File: config.mk
export PLATFORM = sky130hd
export DESIGN_NAME = instr_mem_loader
export DESIGN_NICKNAME = d
export VERILOG_FILES = /design/src/rtl/instr_mem_loader.sv
export SDC_FILE = /design/constraint.sdc
export NUM_CORES = 1
export LEC_CHECK = 0
export BUFFER_PORTS_ARGS = -buffer_cell sky130_fd_sc_hd__buf_2
export CORE_MARGIN = 5
export CORE_UTILIZATION = 23
export CTS_CLUSTER_DIAMETER = 200
export CTS_CLUSTER_SIZE = 25
export DETAILED_ROUTE_END_ITERATION = 10
export PLACE_DENSITY = 0.49
export REMOVE_ABC_BUFFERS = 1
export SYNTH_ARGS = -nofsm -noshare
export SYNTH_HDL_FRONTEND = slang
export SYNTH_SLANG_ARGS = --single-unit
File: constraint.sdc
create_clock -name clk -period 5.2 [get_ports clk]
set_input_delay 0.78 -clock clk [delete_from_list [all_inputs] [get_ports clk]]
set_output_delay 0.78 -clock clk [all_outputs]
set_load 0.005 [all_outputs]
File: src/rtl/instr_mem_loader.sv
// Boot-load controller: assembles a little-endian byte stream into 32-bit words,
// writes them to instruction memory, verifies a trailing checksum and gates the CPU.
module instr_mem_loader #(
    parameter int DEPTH = 10
) (
    input  logic        clk,
    input  logic        rst_n,
    input  logic        i_load_start,
    input  logic [31:0] i_load_word_count,
    input  logic        i_byte_valid,
    input  logic [7:0]  i_byte_data,
    output logic        o_byte_ready,
    input  logic [31:0] i_fetch_addr,
    output logic [31:0] o_mem_raddr,
    output logic        o_mem_we,
    output logic [31:0] o_mem_waddr,
    output logic [31:0] o_mem_wdata,
    output logic        o_cpu_stall,
    output logic        o_load_done,
    output logic        o_load_error
);

    typedef enum logic [2:0] {
        IDLE,
        LOAD,
        CHECK,
        RUN,
        ERROR
    } state_t;

    state_t      r_state;
    state_t      w_next;

    logic [31:0] r_count;
    logic [31:0] r_word_idx;
    logic [1:0]  r_byte_idx;
    logic [31:0] r_sum;
    logic [23:0] r_bytes;
    logic        r_mem_we;
    logic [31:0] r_mem_waddr;
    logic [31:0] r_mem_wdata;

    logic        w_start_window;
    logic        w_count_bad;
    logic        w_accept_start;
    logic        w_xfer;
    logic        w_fourth_byte;
    logic        w_last_word;
    logic [31:0] w_word;

    assign w_start_window = (r_state == IDLE) || (r_state == RUN) || (r_state == ERROR);
    assign w_count_bad    = (i_load_word_count == 32'd0) || (i_load_word_count > 32'(DEPTH));
    assign w_accept_start = w_start_window && i_load_start && !w_count_bad;
    assign w_xfer         = i_byte_valid && o_byte_ready;
    assign w_fourth_byte  = w_xfer && (r_byte_idx == 2'd3);
    assign w_last_word    = (r_word_idx == r_count - 32'd1);
    assign w_word         = {i_byte_data, r_bytes};

    always_ff @(posedge clk or negedge rst_n) begin
        if (!rst_n) begin
            r_state <= IDLE;
        end else begin
            r_state <= w_next;
        end
    end

    always_comb begin
        w_next = r_state;
        case (r_state)
            IDLE, RUN, ERROR: begin
                if (i_load_start) begin
                    w_next = w_count_bad ? ERROR : LOAD;
                end
            end
            LOAD: begin
                if (w_fourth_byte && w_last_word) begin
                    w_next = CHECK;
                end
            end
            CHECK: begin
                if (w_fourth_byte) begin
                    w_next = (w_word == r_sum) ? RUN : ERROR;
                end
            end
            default: w_next = IDLE;
        endcase
    end

    always_comb begin
        o_byte_ready = (r_state == LOAD) || (r_state == CHECK);
        o_cpu_stall  = (r_state != RUN);
        o_load_done  = (r_state == RUN);
        o_load_error = (r_state == ERROR);
        o_mem_raddr  = (r_state == RUN) ? i_fetch_addr : 32'd0;
    end

    // Byte assembly shares one path for program words and the checksum word;
    // only words completed in LOAD reach the memory and the running sum.
    always_ff @(posedge clk or negedge rst_n) begin
        if (!rst_n) begin
            r_count     <= 32'd0;
            r_word_idx  <= 32'd0;
            r_byte_idx  <= 2'd0;
            r_sum       <= 32'd0;
            r_bytes     <= 24'd0;
            r_mem_we    <= 1'b0;
            r_mem_waddr <= 32'd0;
            r_mem_wdata <= 32'd0;
        end else begin
            r_mem_we <= 1'b0;
            if (w_accept_start) begin
                r_count    <= i_load_word_count;
                r_word_idx <= 32'd0;
                r_byte_idx <= 2'd0;
                r_sum      <= 32'd0;
            end else if (w_xfer) begin
                r_byte_idx <= r_byte_idx + 2'd1;
                case (r_byte_idx)
                    2'd0: r_bytes[7:0]   <= i_byte_data;
                    2'd1: r_bytes[15:8]  <= i_byte_data;
                    2'd2: r_bytes[23:16] <= i_byte_data;
                    default: begin
                        if (r_state == LOAD) begin
                            r_mem_we    <= 1'b1;
                            r_mem_waddr <= r_word_idx;
                            r_mem_wdata <= w_word;
                            r_sum       <= r_sum + w_word;
                            r_word_idx  <= r_word_idx + 32'd1;
                        end
                    end
                endcase
            end
        end
    end

    assign o_mem_we    = r_mem_we;
    assign o_mem_waddr = r_mem_waddr;
    assign o_mem_wdata = r_mem_wdata;

endmodule

### After elaboration in Yosys (flattened, before gate mapping)

Cells that the tools add are included.

* output and inout bits: 101
* input port bits: 76
* word-level logic and storage cells: 76
* bits in registers: 190

* eq/ne operators: 14
* reduce and logical (&&, ||, !) cells: 23
* muxes and demuxes: 21
* magnitude comparators: 1
* add/sub/neg operators: 4
* bitwise gates (word level): 2

Operator list (count)
* 2-to-1 mux 32 bit: 9
* == test 32 bit: 2
* adder 32 x 1 -> 32 bit (second input constant): 1
* adder 32 bit: 1
* greater-than comparator 32 x 4 -> 1 bit (second input constant): 1
* zero test 32 bit: 1
* subtractor 32 x 1 -> 32 bit (second input constant): 1
* 2-to-1 mux 3 bit: 5
* AND reduction 3 bit: 5
* case mux 3 bit (3 select lines): 1
* == test 3 x 2 -> 1 bit (second input constant): 2
* != test 2 bit (second input constant): 3
* OR reduction 3 bit: 2
* logical AND 1 bit: 5
* == test 2 bit (second input constant): 2
* logical OR 1 bit: 4
* 2-to-1 mux 1 bit: 4
* 2-to-1 mux 2 bit: 2
* AND reduction 4 bit: 1
* nonzero test 2 bit: 2
* == test 3 x 1 -> 1 bit (second input constant): 1
* == test 3 bit (second input constant): 1
* zero test 3 bit: 1
* != test 3 x 2 -> 1 bit (second input constant): 1
* other kinds (6): 7

### Longest topological paths before layout

Gate-level depths: netlist of run 1.

* depth in word-level cells: 7
* depth in mapped cells: 13
* gate-level depth less buffers: 13

### Least setup slack after synthesis of run 1

No wires, ideal clock.

* path type: flip-flop to flip-flop
* from: register r_count[0]
* to: register r_state[0]
* setup time: 0.118 ns
* path buffers: 0
* cell stages (with the launch flop): 11
* slack: 2.381 ns
* period minus slack after synthesis: 2.819 ns
* required time: 5.082 ns
* arrival time: 2.701 ns
* cell sequence: dfrtp_1 -> inv_1 -> ha_1 -> nor4b_2 -> nand4b_1 -> xnor2_1 -> or4_1 -> or4_1 -> nor4_2 -> o2111ai_1 -> a21o_1

* cells in the longest elaborated chain, start to end: 5

RTL lines
* start: declaration: line 34 `logic [31:0] r_count;`
* start signal: assignment: line 112 `r_count <= i_load_word_count;`
* subtractor 32 x 1 -> 32 bit: line 56 `assign w_last_word = (r_word_idx == r_count - 32'd1);`
* == test 32 bit: line 56
* logical AND 1 bit: line 76 `if (w_fourth_byte && w_last_word) begin`
* != test 2 bit (no line)
* AND reduction 3 bit (no line)
* end signal: assignment: line 63 `r_state <= w_next;`
* end: declaration: line 31 `state_t r_state;`

Every way passes these cells.
A chain may end at the register's enable or synchronous reset.

### Final worst setup path of run 1

* from: input i_load_word_count[6]
* to: register r_sum[23]

* cells in the longest elaborated chain, start to end: 6
* elaborated cells on any way between the ends: 10
* those cells by class: order compare (1); eq/ne (1); mux (1); reduce/logical (7)

RTL lines
* start: declaration: line 9 `input logic [31:0] i_load_word_count,`
* greater-than comparator 32 x 4 -> 1 bit / zero test 32 bit (equally long branches): line 52 `assign w_count_bad = (i_load_word_count == 32'd0) || (i_load_word_count > 32'(DEPTH));`
* logical OR 1 bit (*): line 52
* zero test 1 bit (*): line 53 `assign w_accept_start = w_start_window && i_load_start && !w_count_bad;`
* logical AND 1 bit (*): line 53
* != test 2 x 1 -> 1 bit (no line) / nonzero test 2 bit (equally long branches)
* AND reduction 3 bit (no line)
* end signal: assignment: line 127 `r_sum <= r_sum + w_word;`
* end: declaration: line 37 `logic [31:0] r_sum;`

Every way passes the cells marked *; elsewhere a longest branch is shown, timed or not.

==> results.cfg, run 1 <==
[outcome]
status = finished, final reports clean

[critical_path]
cp-end-kind = flip-flop
cp_max_fo = 30
crit_required_ps = 5480
startpoint_type = primary input
path_class = in -> reg
crit_arrival_ps = 3620

[yosys]
synth_edf_count = 0
synth_cell_type_count = 61
postSynthCellCount = 1180
yosysSeqAreaShare_pct = 45.1
synth_common_cells = 276 x nand2_1, 190 x dfrtp_1, 67 x nor2_1
yosys_warnings = 0
netlist.area_leader.share_pct = 45.1
syn_area_sq_um = 10500
ys_async_sr_fraction_pct = 100
synth.area.top_cells = dfrtp_1 45%, nand2_1 9.8%, ha_1 4.4%
synth_ff_type = dfrtp_1
synth.avg_cell_area_sq_um = 8.93
synth.most_common_cell = nand2_1
yosysTopAreaCell = dfrtp_1
yosys_register_bits = 190

[min_path]
hold_class = in -> async

[final_layout]
fin_area_sq_um = 12700
regArea_sq_um = 4750
fillers = 4852
n_antenna_cell = 0
instances_no_fill = 1932
drive_above_1_share_pct = 19.1
areaGrowthSynthToFinish_pct = 20.1
fin_nets = 1433
multi_input_area_sq_um = 5490

[floorplanning]
initial_core_util_pct = 23.2
ios = 177
core-area_sq_um = 45400
die_h_um = 224
rows = 78
fp.dieW_um = 224
die_area_sq_um = 50200

[clock_network]
htree_levels = 4
cts_buffer_depth = 2
ctsResizeCount = 0
cts_hold_buf = 0
cts_setup_buffers = 0
cts_tree = yes
cts_root_buffer = clkbuf_16
clock_sinks = 190
cts_buffers = 17
clk-insertion-delay-late_ps = 440
cts.clk_slew.worst_paths_ps = 80

[placement]
placed_cell_area_sq_um = 12000
dp_hpwl_mm = 23.3
port_buffers = 176
dp_cells = 1900
globalplace.congestion = 0.841

[global_route]
grt_pass1_vias = 8720
overflow = 0
grt.total_usage_pct = 12.4
grt_max_degree = 119
antenna_found_initial = 1
grt_pass1_wl_mm = 50.1

[route]
drc = 0
final_antenna_net_count = 0
wl_per_cell_um = 16.4
num_vias = 8697
drt_iter0_drc = 459
viasPerCell = 4.50
drt-total-wl_mm = 31.6
drt_pre_antenna_iters = 5

[sta]
clock_skew_ps = 11.0
worstMarginPinSlew_ps = 911
post-route-period-util_pct = 64.2
finalSetupViolCount = 0
fmax_ghz = 0.299
final_hold_viol_count = 0
final-max-slew-violation-count = 0
period_needed_ps = 3340
rsz0062_at_grt = false
slew_headroom_pct = 39.3

[run]
maxCapViolCount = 0

[pwr]
p_per_area_nw_per_um2 = 238
leakage_nw = 6.42
max-vdd-ir-drop_v = 0.000191
[layer usage]
| layer | wire [um] | track usage [%] | up-vias |
|---|---|---|---|
| li1 | - | - | 4321 |
| met1 | 14500 | 16.7 | 4194 |
| met2 | 15100 | 20.5 | 155 |
| met3 | 1480 | 2.87 | 25 |
| met4 | 438 | 2.69 | 2 |
| met5 | 9 | 0 | - |
[through the flow]
stage	util [%]	setup WS [ps]	total power [mW]	setup TNS (ps)	hold slack (ps)
after floorplan	-	-1360	1.52	-12630	459
after global placement	26.5	1520	1.60	0	455
after detailed placement	26.5	1450	1.60	0	457
after CTS	27.9	1870	3.06	0	364
after global routing	27.9	1590	3.13	0	380
final	27.9	1860	3.01	0	338
[critical path: stages]
cell     delay, ps
buf_2           90
nor4_1         730
nand4_1        220
a21oi_1        200
nand4_1        280
nor2_4         800
buf_4          380
o22ai_1        130
[path summary, 6_finish.rpt]
check | from | to | slack [ps] | cells past startpoint
setup / recovery | i_load_word_count[6] | r_sum[23] | 1860 | 8
hold / removal | rst_n | o_mem_wdata[25] | 340 | 1
setup reg to reg | r_count[19] | r_state[0] | 1870 | 10
hold reg to reg | o_mem_waddr[6] | o_mem_waddr[6] | 470 | 2
max in group asynchronous | rst_n | r_sum[27] | 3710 | 2
min in group clk | o_mem_waddr[6] | o_mem_waddr[6] | 470 | 2
[registers in the layout (all words and copies together) (netlist names)]
name / cells
r_count: 32
o_mem_waddr: 32
r_sum: 32
r_state: 3
r_bytes: 24
r_word_idx: 32
o_mem_we: 1
r_byte_idx: 2
o_mem_wdata: 32
[final cells by class]
type                    count  share of cell area, %
flip-flops and latches    190                   37.6
repair buffers            182                   7.48
clock buffers              18                   3.47
multi-input cells         907                   43.4
inverters                  21                  0.623
clock inverters            14                   1.57
well taps                 600                   5.93
[placed cells by master (no fill, tap or decap), drive strengths merged, types with 9 or more instances in the layout]
cell    instances
mux2           25
or3             9
clkbuf         19
a31oi           9
a21oi          49
buf           181
ha             37
inv            28
dfrtp         190
nor4           21
nand3          24
and2           64
a21o           13
nor3           22
nor2           67
o22ai          27
o21ai          48
xor2           47
and3           13
nand4          15
nand2         277
xnor2          46
[report_power, final]
part / switching (mW) / internal [mW]
sequential: 0.0000000119 / 1.48
clock: 0.649 / 0.794
combinational: 0.0634 / 0.0294
total: 0.713 / 2.30
[kinds of logic after synthesis]
kind of cell	share of synthesized area, %
XOR/XNOR	7.73
multiplexers	3.24
buffers and inverters	3.00
AO/OA/AOI/OAI	11.1
AND/OR/NAND/NOR	25.3
adder cells (fa/ha/maj)	4.58
flip-flops	45.1
(Power assumes the default switching activity.)
==> run 2: changes to the inputs <==
clock period = 3.3 ns   (was 5.2 ns; I/O delays follow)
==> results.cfg, run 2 (synthesized netlist as in run 1, its figures left out) <==
[pwr]
p_seq_share_pct = 50.6
swShare_pct = 23.7
p_total_mw = 4.60
pwr-share-comb_pct = 3.3
p_sw_mw = 1.09
p_int_mw = 3.51
p_per_area_nw_per_um2 = 360
power.share.clock_pct = 46.1
max-vdd-ir-drop_v = 0.000282
leakage_nw = 6.50

[floorplanning]
initial_core_util_pct = 23.2
ios = 177
rows = 78
die_area_sq_um = 50200
die_h_um = 224
core-area_sq_um = 45400
fp.dieW_um = 224

[sta]
fmax_ghz = 0.320
fin_ws_ps = 172
final_hold_viol_count = 0
post-route-period-util_pct = 94.8
clock_skew_ps = 14.1
rsz0062_at_grt = false
finalSetupViolCount = 0
slew_headroom_pct = 35.5
final-max-slew-violation-count = 0
period_needed_ps = 3130
worstMarginPinSlew_ps = 967
fin_tns_setup_ps = 0
holdWs_ps = 38.5

[global_route]
grt_max_degree = 94
grt.total_usage_pct = 12.5
grt_pass1_wl_mm = 50.2
antenna_found_initial = 3
grt_pass1_vias = 8975
overflow = 0

[route]
drt_pre_antenna_iters = 4
drt-total-wl_mm = 32.0
final_antenna_net_count = 0
wl_per_cell_um = 16.4
viasPerCell = 4.53
num_vias = 8834
drc = 0
drt_iter0_drc = 395

[final_layout]
fin_area_sq_um = 12800
layout_common_cells = 276 x nand2_1, 190 x dfrtp_1, 175 x buf_2
areaGrowthSynthToFinish_pct = 21.2
fin_nets = 1452
final_common_cell = nand2_1
drive_above_1_share_pct = 20.4

[critical_path]
rrSetupSlack_ps = 170
startpoint_type = flip-flop
cp_max_fo = 5
crit_required_ps = 3630
crit_arrival_ps = 3460
cp-end-kind = flip-flop
path_class = reg -> reg

[clock_network]
cts_hold_buf = 0
cts_buffers = 17
cts_tree = yes
cts_root_buffer = clkbuf_16
cts.clk_slew.worst_paths_ps = 80
cts_buffer_depth = 2
htree_levels = 4
clock_sinks = 190
clk-insertion-delay-late_ps = 440

[outcome]
status = finished, final reports clean

[placement]
dp_hpwl_mm = 23.5
port_buffers = 176
placed_cell_area_sq_um = 12200
pre_cts_slack_ps = 138
globalplace.congestion = 0.868

[min_path]
hold_class = in -> async

[run]
maxCapViolCount = 0
## run 2: area by class of cell
cell class,instances,area [sq um]
flip-flops and latches,190,4750
inverters,21,78.8
clock buffers,18,429
diodes,1,2.50
repair buffers,201,1100
clock inverters,14,155
multi-input cells,907,5510
fillers,4873,32600
well taps,600,751
## run 2: final timing paths
| path | startpoint | endpoint | depth (start not counted) |
|---|---|---|---|
| max in group asynchronous | rst_n | r_bytes[19] | 2 |
| setup reg to reg | r_count[0] | r_state[0] | 11 |
| min in group clk | i_load_word_count[2] | r_count[2] | 3 |
| hold reg to reg | o_mem_wdata[4] | o_mem_wdata[4] | 2 |
| hold / removal | rst_n | o_mem_wdata[25] | 1 |
| setup / recovery | r_count[0] | r_state[0] | 11 |
## run 2: per-layer routing
layer / global-route usage, % / vias up / share of wire [%]
li1: - / 4356 / -
met2: 20.9 / 165 / 47
met5: 0 / - / 0.047
met1: 16.3 / 4272 / 46
met3: 3.00 / 37 / 4.5
met4: 3.32 / 4 / 1.9
## run 2: repair_timing
item / in CTS / in global routing
endpoints found under the setup margin: 0 / 2
buffers inserted: 0 / 3
gates resized for setup: 0 / 4
## run 2: power by group through the flow
stage | Combinational (mW) | Sequential, mW | Clock [mW]
floorplan | 0.0212 | 2.37 | 0
global placement | 0.154 | 2.37 | 0
detailed placement | 0.157 | 2.37 | 0
CTS | 0.157 | 2.33 | 2.19
global route | 0.169 | 2.33 | 2.28
finish | 0.150 | 2.33 | 2.12
## run 2: worst max-delay path, stage by stage (launching register included)
cell       delay [ps]
dfrtp_1           420
inv_1             100
ha_1              240
nor4b_2           210
buf_4             180
nand4b_1          130
xnor2_1           150
or4_1             520
or4_1             450
nor4_2            160
o2111ai_1         230
a21o_1            230
## run 2: stage by stage
step	util, %	std cells
final	28.2	1952
after global routing	28.2	1952
after CTS	28.1	1948
after detailed placement	26.8	1916
after global placement	26.8	1916
after floorplan	-	1118
